==> src/rtl/apb_slave_regfile.sv <==
// APB3 completer: fifteen R/W registers, a read-only transfer counter at 0x3C, fixed wait states.
// Optional error response on unmapped / read-only writes when APB_SLV_PSLVERR_EN is defined.
module apb_slave_regfile #(
  parameter int          WAIT_CYCLES = 2,
  parameter logic [31:0] RESET_VAL   = 32'h0
) (
  input  logic        clk,
  input  logic        rst,
  input  logic [7:0]  paddr,
  input  logic        pwrite,
  input  logic        psel,
  input  logic        penable,
  input  logic [31:0] pwdata,
  output logic [31:0] prdata,
  output logic        pready
`ifdef APB_SLV_PSLVERR_EN
  ,
  output logic        pslverr
`endif
);

  // Handshake: a transfer starts with a SETUP cycle (psel && !penable); pready is
  // raised for exactly one ACCESS cycle and the transfer completes at the end of it.
  // Dropping psel before that cycle ends aborts the transfer with no side effects.
  typedef enum logic [1:0] {S_IDLE, S_WAIT, S_READY} state_t;

  state_t      state;
  logic [3:0]  wcnt;
  logic [5:0]  idx_q;
  logic        wr_q;
  logic [31:0] regs [0:14];
  logic [31:0] xfer_cnt;

  logic        setup;
  logic        enter_ready;
  logic        complete;
  logic [5:0]  cur_idx;
  logic        cur_wr;
  logic [31:0] rd_val;
  logic        unused_addr_lsbs;

  assign unused_addr_lsbs = ^paddr[1:0];
  assign setup = psel && !penable;

  // With zero wait states READY is entered on the SETUP edge, before idx_q/wr_q are loaded.
  assign cur_idx = (state == S_IDLE) ? paddr[7:2] : idx_q;
  assign cur_wr  = (state == S_IDLE) ? pwrite : wr_q;

  assign enter_ready = ((state == S_IDLE) && setup && (WAIT_CYCLES == 0)) ||
                       ((state == S_WAIT) && psel && penable && (wcnt == 4'd1));
  assign complete    = (state == S_READY) && psel && penable;

  always_comb begin
    rd_val = 32'h0;
    if (cur_idx < 6'd15)       rd_val = regs[cur_idx[3:0]];
    else if (cur_idx == 6'd15) rd_val = xfer_cnt;
  end

`ifdef APB_SLV_PSLVERR_EN
  logic err_cond;
  assign err_cond = (cur_idx > 6'd15) || ((cur_idx == 6'd15) && cur_wr);

  always_ff @(posedge clk or posedge rst) begin
    if (rst) pslverr <= 1'b0;
    else     pslverr <= enter_ready && err_cond;
  end
`endif

  always_ff @(posedge clk or posedge rst) begin
    if (rst) begin
      state    <= S_IDLE;
      wcnt     <= 4'd0;
      idx_q    <= 6'd0;
      wr_q     <= 1'b0;
      prdata   <= 32'h0;
      pready   <= 1'b0;
      xfer_cnt <= 32'h0;
      for (int i = 0; i < 15; i++) regs[i] <= RESET_VAL;
    end else begin
      pready <= enter_ready;
      prdata <= enter_ready ? rd_val : 32'h0;
      case (state)
        S_IDLE: begin
          if (setup) begin
            idx_q <= paddr[7:2];
            wr_q  <= pwrite;
            wcnt  <= 4'(WAIT_CYCLES);
            state <= (WAIT_CYCLES == 0) ? S_READY : S_WAIT;
          end
        end
        S_WAIT: begin
          if (!psel) begin
            state <= S_IDLE;
          end else if (penable) begin
            if (wcnt == 4'd1) state <= S_READY;
            else              wcnt  <= wcnt - 4'd1;
          end
        end
        S_READY: begin
          state <= S_IDLE;
          if (complete) begin
            xfer_cnt <= xfer_cnt + 32'd1;
            if (wr_q && (idx_q < 6'd15)) regs[idx_q[3:0]] <= pwdata;
          end
        end
        default: state <= S_IDLE;
      endcase
    end
  end

endmodule

==> config.mk <==
export PLATFORM = sky130hd
export DESIGN_NAME = apb_slave_regfile
export DESIGN_NICKNAME = d
export VERILOG_FILES = /design/src/rtl/apb_slave_regfile.sv
export SDC_FILE = /design/constraint.sdc
export NUM_CORES = 1
export LEC_CHECK = 0
export ABC_CLOCK_PERIOD_IN_PS = 19050
export CAP_MARGIN = 25
export CORE_ASPECT_RATIO = 1.75
export CORE_MARGIN = 4
export CORE_UTILIZATION = 56
export DETAILED_ROUTE_END_ITERATION = 16
export PLACE_DENSITY_LB_ADDON = 0.25
export SLEW_MARGIN = 20
export SYNTH_ARGS = -nofsm -noshare
export SYNTH_HDL_FRONTEND = slang
export SYNTH_SLANG_ARGS = --single-unit
==> constraint.sdc <==
create_clock -name clk -period 19.05 [get_ports clk]
set_input_delay 2.8575 -clock clk [delete_from_list [all_inputs] [get_ports clk]]
set_output_delay 2.8575 -clock clk [all_outputs]
set_load 0.05 [all_outputs]
==> impl_metrics.ini, run 1 <==
[critical_path]
critPathCaptureType = flip-flop
required_ps = 19410
setup.worst_path.start = paddr[2]
r2r-start = state[0]$_DFFE_PP0P_
path_class = in2reg
start_kind = primary input
cp.arrival_ps = 7190
path_max_fanout = 48

[floorplan]
core_area_mm2 = 0.04441
die_x_um = 168.2
pin_count = 78
die_h_um = 288.4
rows = 102
die-area_mm2 = 0.04853
start_util_pct = 56.66

[timing]
rsz0062_at_grt = no
timing.setup.tns_ps = 0
setup_viol = 0
fin_crit_ps = 6830
worst_pin_slew_ps = 1025
drv_slew = 0
finClkSkew_ps = 9.252
maxSlewHeadroom_pct = 31.48
hold_viol = 0
period_share_pct = 35.85
fmax_mhz = 146.4

[cells_and_area]
nFillCells = 3399
seqCellArea_mm2 = 0.01396
multi_input_area_mm2 = 0.01058
nets = 2092
area_growth_pct = 12.02
drive_above_1_share_pct = 31.69
stdcell_count = 2662

[synthesis]
syn_inst = 2041
syn_area_mm2 = 0.02517
synth.distinct_cells = 54
async_flop_share_pct = 100.0
synth_edf_count = 0
synthFlopType = dfrtp_1
yosys_warnings = 0
synth_nets = 2089
avgSynthCellArea_um2 = 12.33
yosys_register_bits = 558
seq_area_frac_synth_pct = 55.49

[clock_tree]
htree_num_levels = 2
cts_setup_buffers = 0
clk_pin_slew_ps = 60
clk_path_buf_depth = 3
cts_tree = built
cts_root_buf = clkbuf_16
cts_sinks = 558
cts_hold_buf = 0
cts-buffers-inserted = 51
cts_resized = 0
clk_latency_ps = 570

[power_and_ir_drop]
power.total_mw = 2.528
power_density_mw_per_mm2 = 89.66
ir_worst_vdd_mv = 0.08253
p_leak_nw = 13.56

[placement]
io_buffers = 75
hpwl_um = 42250
place_inst = 2558
place.gp.congestion = 0.8556

[global_route]
grt_pass1_vias = 17770
antenna_found_initial = 8
grtUsageTotal_pct = 28.73
grt_first_pass_wirelength_um = 106600
overflow = 0
grt_max_degree = 132

[hold_path]
hold_path_class = reg2reg
worstHoldStart = regs[197]$_DFFE_PP0P_

[routing]
wl_per_cell_um = 26.14
avgViaCountPerCell = 6.387
drc = 0
antenna_left = 0
vias = 17000
drt_iter0_markers = 1606
routed_wirelength_um = 69590
dr.pass1.iters = 5

[run]
cap_violations = 0

[run_status]
status = finished, final reports clean
sequential cells by signal (all words and copies together), names as in the netlist:
signal    flops
pready        1
wcnt          4
regs        480
idx_q         6
state         2
wr_q          1
xfer_cnt     32
prdata       32
per-stage QoR:
step,hold WS [ps],cell area (um^2),utilization (%),setup WS (ps)
after CTS,499.0,28070,63.21,12350
after global routing,507.0,28190,63.47,12290
final,497.5,28190,63.47,12220
after floorplan,445.4,25170,-,588.4
after global placement,470.8,26320,59.26,11820
after detailed placement,482.6,26320,59.26,11820
cell usage after synthesis (all sizes together) (4+ instances only):
master | n | area [um^2]
o21ai | 39 | 195.2
a311oi | 13 | 113.9
mux2 | 489 | 5507
or3 | 4 | 25.02
nand4 | 11 | 68.82
dfrtp | 558 | 13960
a22oi | 15 | 112.6
a221oi | 21 | 183.9
nand2 | 277 | 1040
mux2i | 38 | 380.4
nand3 | 13 | 65.06
a2bb2oi | 10 | 87.58
mux4 | 18 | 405.4
xor2 | 8 | 70.07
a211oi | 17 | 127.6
xnor2 | 25 | 219.0
o211ai | 5 | 37.54
a21oi | 148 | 740.7
and3 | 21 | 131.4
inv | 7 | 26.27
clkbuf | 84 | 315.3
buf | 83 | 379.1
a31oi | 5 | 31.28
nor4 | 15 | 93.84
o221ai | 21 | 183.9
a21o | 24 | 180.2
and4 | 4 | 35.03
nor2 | 20 | 75.07
nor3 | 10 | 50.05
o2111ai | 7 | 61.31
kinds of logic (layout without fill, tap and decap cells):
group                    Yosys count  after routing  synth area share [%]
buffers and inverters            174            216                 2.864
adder cells (fa/ha/maj)            3              3                0.1492
XOR/XNOR                          33             33                 1.149
AO/OA/AOI/OAI                    328            328                 8.268
multiplexers                     545            545                 25.00
flip-flops                       558            558                 55.49
AND/OR/NAND/NOR                  400            400                 7.080
other                              0              7                     0
worst paths after layout:
| check | cells past startpoint | end | slack [ps] |
|---|---|---|---|
| worst max-delay path | 8 | prdata[19]$_DFF_PP0_ | 12220 |
| worst min-delay path | 1 | regs[197]$_DFFE_PP0P_ | 500 |
| worst max register to register | 7 | prdata[19]$_DFF_PP0_ | 14220 |
| worst min register to register | 1 | regs[197]$_DFFE_PP0P_ | 500 |
| max in group asynchronous | 4 | regs[5]$_DFFE_PP0P_ | 13890 |
| min in group asynchronous | 2 | regs[462]$_DFFE_PP0P_ | 2850 |
report_power, final:
part           total, mW  internal, mW  switching, mW  leakage [nW]
sequential          1.21          1.19         0.0123          7.78
clock               1.07         0.626          0.448         0.872
combinational      0.247        0.0664          0.181          4.91
total               2.53          1.89          0.641          13.6
metal layers:
layer  part of all wire, %  vias to the layer above  track usage (%)
li1                      -                     7336                -
met1                    39                     8907            36.38
met2                    51                      587            49.28
met3                   4.8                      173            3.013
met4                   5.4                        0            14.42
met5                     0                        -                0
worst max-delay path, cell delays in order:
cell and delay [ps]:
clkdlybuf4s50_1 550, or3b_1 570, buf_4 300, and2_4 550, buf_4 720, mux4_2 610
a221oi_1 590, nand3_1 330
area by class of cell:
type,count,share of cell area [%]
antenna,7,0.06214
clock buffer,75,5.459
clock inverter,17,0.7679
inverter,7,0.1198
multi-input combinational,1309,37.52
sequential,558,49.53
tap,572,2.539
timing repair buffer,117,3.995
layout by cell type (no fill, tap or decap), types with 17 or more instances in the layout:
master             n
mux2i_1           35
clkdlybuf4s50_1   75
nor2_1            20
mux4_2            18
dfrtp_1          558
nand2_1          261
and3_1            21
a221oi_1          21
mux2_2           487
o21ai_0           37
a211oi_1          17
o221ai_1          21
buf_4             37
a21oi_1          147
a21o_1            24
clkbuf_16         53
xnor2_1           25
No activity file was read; power rests on OpenSTA's default activity.
==> run 2: changes to the inputs <==
--- a/config.mk
+++ b/config.mk
@@ -5,7 +5,7 @@
 export SDC_FILE = /design/constraint.sdc
 export NUM_CORES = 1
 export LEC_CHECK = 0
-export ABC_CLOCK_PERIOD_IN_PS = 19050
+export ABC_CLOCK_PERIOD_IN_PS = 5500
 export CAP_MARGIN = 25
 export CORE_ASPECT_RATIO = 1.75
 export CORE_MARGIN = 4
==> constraint.sdc (replaced) <==
create_clock -name clk -period 5.5 [get_ports clk]
set_input_delay 0.825 -clock clk [delete_from_list [all_inputs] [get_ports clk]]
set_output_delay 0.825 -clock clk [all_outputs]
set_load 0.05 [all_outputs]
==> run 2 against run 1 <==
Net effect:
- via count down 0.95%
- critical path depth is 3 lower
- power rose to 3.4 times the previous value
- combinational power rose to 3.5 times the previous value
- critical path type unchanged
- setup slack worse by 10000 ps
- clock-buffer cell count shrank 3
- largest power group unchanged
- sequential share of layout area up 0.15 points
==> impl_metrics.ini, run 2 (synthesized netlist as in run 1, its figures left out) <==
[run_status]
status = finished, final reports clean

[clock_tree]
cts_setup_buffers = 0
clk_latency_ps = 580
htree_num_levels = 2
clk_path_buf_depth = 3
cts_hold_buf = 0
cts-buffers-inserted = 50
cts_root_buf = clkbuf_16
cts_sinks = 558
clk_pin_slew_ps = 60
cts_tree = built
cts_resized = 0

[timing]
fmax_mhz = 267.5
drv_slew = 0
rsz0062_at_grt = no
maxSlewHeadroom_pct = 24.90
worst_slack_ps = 1762
period_share_pct = 67.96
fin_crit_ps = 3738
hold_viol = 0
setup_viol = 0
finClkSkew_ps = 18.63
worst_pin_slew_ps = 1122

[cells_and_area]
regMostFlops = regs
largestRegisters = regs x480, prdata x32, xfer_cnt x32
nets = 2102
utilization_pct = 63.29
nFillCells = 3403
largest_reg_flops = 480
stdcell_count = 2668
postLayoutCellArea_mm2 = 0.02811
drive_above_1_share_pct = 31.91
area_growth_pct = 11.69
final_cell_mix = dfrtp_1 (558), mux2_2 (487), nand2_1 (261), a21oi_1 (147), clkdlybuf4s50_1 (75)
final_common_cell = dfrtp_1

[routing]
routed_wirelength_um = 68200
vias = 16840
drt_iter0_markers = 1317
avgViaCountPerCell = 6.312
wl_per_cell_um = 25.56
drc = 0
dr.pass1.iters = 5
antenna_left = 0

[critical_path]
path_class = in2reg
cp.depth = 5
path_max_fanout = 32
critPathSlowestCell = or4_1
reg2reg_depth = 8
crit_buf_inv = 1
crit_family = simple AND/OR/NAND/NOR gates
critPathCaptureType = flip-flop
r2r_setup_slack_ps = 1810
required_ps = 5890
crit_chain = clkdlybuf4s50_1 > or3b_1 > and2_4 > or4_1 > o221ai_1
cp.arrival_ps = 4120
slowest_delay_ps = 810
start_kind = primary input

[placement]
place.gp.congestion = 0.8531
place_inst = 2574
io_buffers = 75
dpl-instance-area_mm2 = 0.02648
hpwl_um = 43050
place_ws_ps = 1195

[power_and_ir_drop]
ir_worst_vdd_mv = 0.2607
p_leak_nw = 13.54
power_density_mw_per_mm2 = 302.6
power.total_mw = 8.506

[floorplan]
core_area_mm2 = 0.04441
pin_count = 78
die_h_um = 288.4
die-area_mm2 = 0.04853
rows = 102
die_x_um = 168.2
start_util_pct = 56.66

[global_route]
antenna_found_initial = 6
grtUsageTotal_pct = 28.31
overflow = 0
grt_pass1_vias = 17560
grt_max_degree = 165
grt_first_pass_wirelength_um = 105700

[hold_path]
hold_path_depth = 1
hold_path_class = reg2reg

[run]
cap_violations = 0
## run 2: metal layers
| metal | vias to the layer above | GRT usage (%) | wire length [um] |
|---|---|---|---|
| met2 | 513 | 49.01 | 35210 |
| met4 | 0 | 12.93 | 3232 |
| li1 | 7337 | - | - |
| met3 | 145 | 3.684 | 3380 |
| met5 | - | 0 | 0 |
| met1 | 8846 | 35.55 | 26370 |
## run 2: layout make-up
cell class | count | area, um^2 | area share (%)
Sequential cell | 558 | 13960 | 49.68
Multi-Input combinational cell | 1309 | 10570 | 37.60
Clock buffer | 72 | 1475 | 5.248
Timing Repair Buffer | 128 | 1202 | 4.278
Tap cell | 572 | 715.7 | 2.546
Clock inverter | 16 | 136.4 | 0.4852
Inverter | 7 | 30.03 | 0.1068
Antenna cell | 6 | 15.01 | 0.05342
## run 2: report_power, final
group / total, mW / switching, mW / leakage (nW) / internal (mW)
registers: 4.18 / 0.0416 / 7.78 / 4.13
logic: 0.855 / 0.618 / 4.95 / 0.237
clock network: 3.48 / 1.52 / 0.805 / 1.95
## run 2: worst paths after layout
kind                                       start                    end
max                                     paddr[2]   prdata[26]$_DFF_PP0_
max reg2reg                 state[0]$_DFFE_PP0P_   prdata[25]$_DFF_PP0_
max in group asynchronous                    rst  regs[152]$_DFFE_PP0P_
min reg2reg                regs[217]$_DFFE_PP0P_  regs[217]$_DFFE_PP0P_
min in group asynchronous                    rst   regs[75]$_DFFE_PP0P_
min                        regs[217]$_DFFE_PP0P_  regs[217]$_DFFE_PP0P_
## run 2: stage by stage
stage	setup TNS, ps	hold WS, ps
2_1_floorplan	-1629780	445.4
3_3_place_gp	0	468.6
3_5_place_dp	0	482.1
4_1_cts	0	499.0
5_1_grt	0	498.8
6_report	0	498.2
==> run 3: changes to the inputs <==
--- a/config.mk
+++ b/config.mk
@@ -5,11 +5,11 @@
 export SDC_FILE = /design/constraint.sdc
 export NUM_CORES = 1
 export LEC_CHECK = 0
-export ABC_CLOCK_PERIOD_IN_PS = 5500
+export ABC_CLOCK_PERIOD_IN_PS = 3500
 export CAP_MARGIN = 25
 export CORE_ASPECT_RATIO = 1.75
 export CORE_MARGIN = 4
-export CORE_UTILIZATION = 56
+export CORE_UTILIZATION = 62
 export DETAILED_ROUTE_END_ITERATION = 16
 export PLACE_DENSITY_LB_ADDON = 0.25
 export SLEW_MARGIN = 20
==> constraint.sdc (replaced) <==
create_clock -name clk -period 3.5 [get_ports clk]
set_input_delay 0.525 -clock clk [delete_from_list [all_inputs] [get_ports clk]]
set_output_delay 0.525 -clock clk [all_outputs]
set_load 0.05 [all_outputs]
==> run 3 against run 2 <==
Net effect:
- cell area grew 0.88%
- register-to-register slack lost 1300 ps
- clock power grew 57%
- cell count shrank 1.9%
- power grew 58%
- clock skew grew 4.3 ps
- via count grew 2.4%
- core utilization grew 7.5 points
- combinational power grew 65%
- sequential share of layout area shrank 0.43 points
- largest power group unchanged
- die area shrank 9.3%
- wire length shrank 0.52%
==> impl_metrics.ini, run 3 (synthesized netlist as in run 1, its figures left out) <==
[clock_tree]
cts_hold_buf = 0
cts_sinks = 558
cts-buffers-inserted = 49
htree_num_levels = 2
cts_resized = 0
clk_path_buf_depth = 3
cts_tree = built
clk_pin_slew_ps = 60
cts_setup_buffers = 0
clk_latency_ps = 590
cts_root_buf = clkbuf_16

[power_and_ir_drop]
ir_worst_vdd_mv = 0.3965
p_leak_nw = 13.71
seqPwrFrac_pct = 48.8
pwr-share-clk_pct = 40.8
power_switching_mw = 3.421
power_frac_comb_pct = 10.5
intPower_mw = 10.03
power.total_mw = 13.45
p_sw_share_pct = 25.42
power_density_mw_per_mm2 = 474.5

[global_route]
overflow = 0
antenna_found_initial = 5
grt_pass1_vias = 18310
grt_max_degree = 149
grtUsageTotal_pct = 31.28
grt_first_pass_wirelength_um = 106100

[floorplan]
start_util_pct = 62.83
rows = 97
die-area_mm2 = 0.04400
core_area_mm2 = 0.04005
die_h_um = 274.5
pin_count = 78
die_x_um = 160.3

[timing]
period_share_pct = 86.56
fmax_mhz = 330.1
hold_slack_ps = 223.3
drv_slew = 0
hold_viol = 0
finClkSkew_ps = 22.95
worst_pin_slew_ps = 1012
worst_slack_ps = 470.5
fin_crit_ps = 3030
setup_viol = 0
rsz0062_at_grt = no
maxSlewHeadroom_pct = 32.04

[routing]
dr.pass1.iters = 5
avgViaCountPerCell = 6.588
drt_iter0_markers = 1488
routed_wirelength_um = 67840
wl_per_cell_um = 25.92
antenna_left = 0
vias = 17240
met1_length_um = 25480
wl_met3_um = 4161
drc = 0
top_layer = met4
wl_met2_um = 34640

[placement]
place_ws_ps = 377.7
place.gp.congestion = 0.8813
hpwl_um = 43080
io_buffers = 75

[cells_and_area]
largest_reg_flops = 480
final_cell_mix = dfrtp_1 (558), mux2_2 (487), nand2_1 (261), a21oi_1 (147), clkdlybuf4s50_1 (75)
regMostFlops = regs
final_common_cell = dfrtp_1
area_growth_pct = 12.67
nets = 2129
drive_above_1_share_pct = 32.61
largestRegisters = regs x480, prdata x32, xfer_cnt x32

[critical_path]
path_class = reg2reg
path_max_fanout = 6
required_ps = 4020
cp.arrival_ps = 3550
start_kind = flip-flop
critPathCaptureType = flip-flop

[run]
cap_violations = 0

[run_status]
status = finished, final reports clean

[hold_path]
hold_path_class = in2async
==> run 3: cell types whose count changed in the layout (fill, tap and decap cells not counted), moves of 2 or more <==
| cell | previous run | this run |
|---|---|---|
| clkinv_2 | 12 | 6 |
| clkbuf_16 | 51 | 49 |
| bufinv_16 | 2 | 4 |
| clkinv_8 | 0 | 2 |
| buf_12 | 4 | 14 |
| clkbuf_1 | 9 | 13 |
| buf_4 | 48 | 67 |
==> run 3: layer usage <==
layer | track usage (%) | vias up
li1 | - | 7401
met3 | 4.662 | 207
met4 | 15.16 | 0
met1 | 38.82 | 8979
met2 | 54.00 | 654
met5 | 0 | -
==> run 3: stage by stage <==
step	cells	area [um^2]	TNS, ps	utilization, %
final	2617	28350	0	70.79
after global routing	2615	28350	0	70.78
after CTS	2611	28340	0	70.76
after detailed placement	2525	26720	0	66.72
after global placement	2525	26720	0	66.70
after floorplan	2041	25170	-2578380	-
==> run 3: final timing paths <==
path | start | endpoint | slack (ps) | depth (start not counted)
setup / recovery | wcnt[1]$_DFFE_PP0P_ | prdata[0]$_DFF_PP0_ | 470 | 8
hold / removal | rst | regs[267]$_DFFE_PP0P_ | 220 | 2
setup reg to reg | wcnt[1]$_DFFE_PP0P_ | prdata[0]$_DFF_PP0_ | 470 | 8
hold reg to reg | xfer_cnt[24]$_DFFE_PP0P_ | xfer_cnt[24]$_DFFE_PP0P_ | 490 | 1
max in group asynchronous | rst | regs[305]$_DFFE_PP0P_ | 2180 | 4
min in group clk | xfer_cnt[24]$_DFFE_PP0P_ | xfer_cnt[24]$_DFFE_PP0P_ | 490 | 1
==> run 3: cell type report <==
cell class	count	area, um^2
Tap cell	495	619.3
Sequential cell	558	13960
Clock buffer	73	1426
Fill cell	2769	11700
Inverter	7	30.03
Antenna cell	6	15.01
Multi-Input combinational cell	1309	10570
Clock inverter	13	191.4
Timing Repair Buffer	156	1534
==> run 3: worst max-delay path, cell delays in order (launching register included) <==
cell and delay [ps]:
dfrtp_1 380, inv_1 100, ha_1 140, or3b_4 400, or3_1 460, buf_4 180
nor3_1 820, o211ai_1 300, nand4b_1 190
==> run 3: power groups by stage <==
stage               clock network [mW]  registers [mW]  logic, mW
floorplan                            0            6.66      0.862
global placement                     0            6.68       1.37
detailed placement                   0            6.68       1.39
CTS                               5.54            6.56       1.40
global route                      5.80            6.56       1.52
finish                            5.48            6.56       1.41
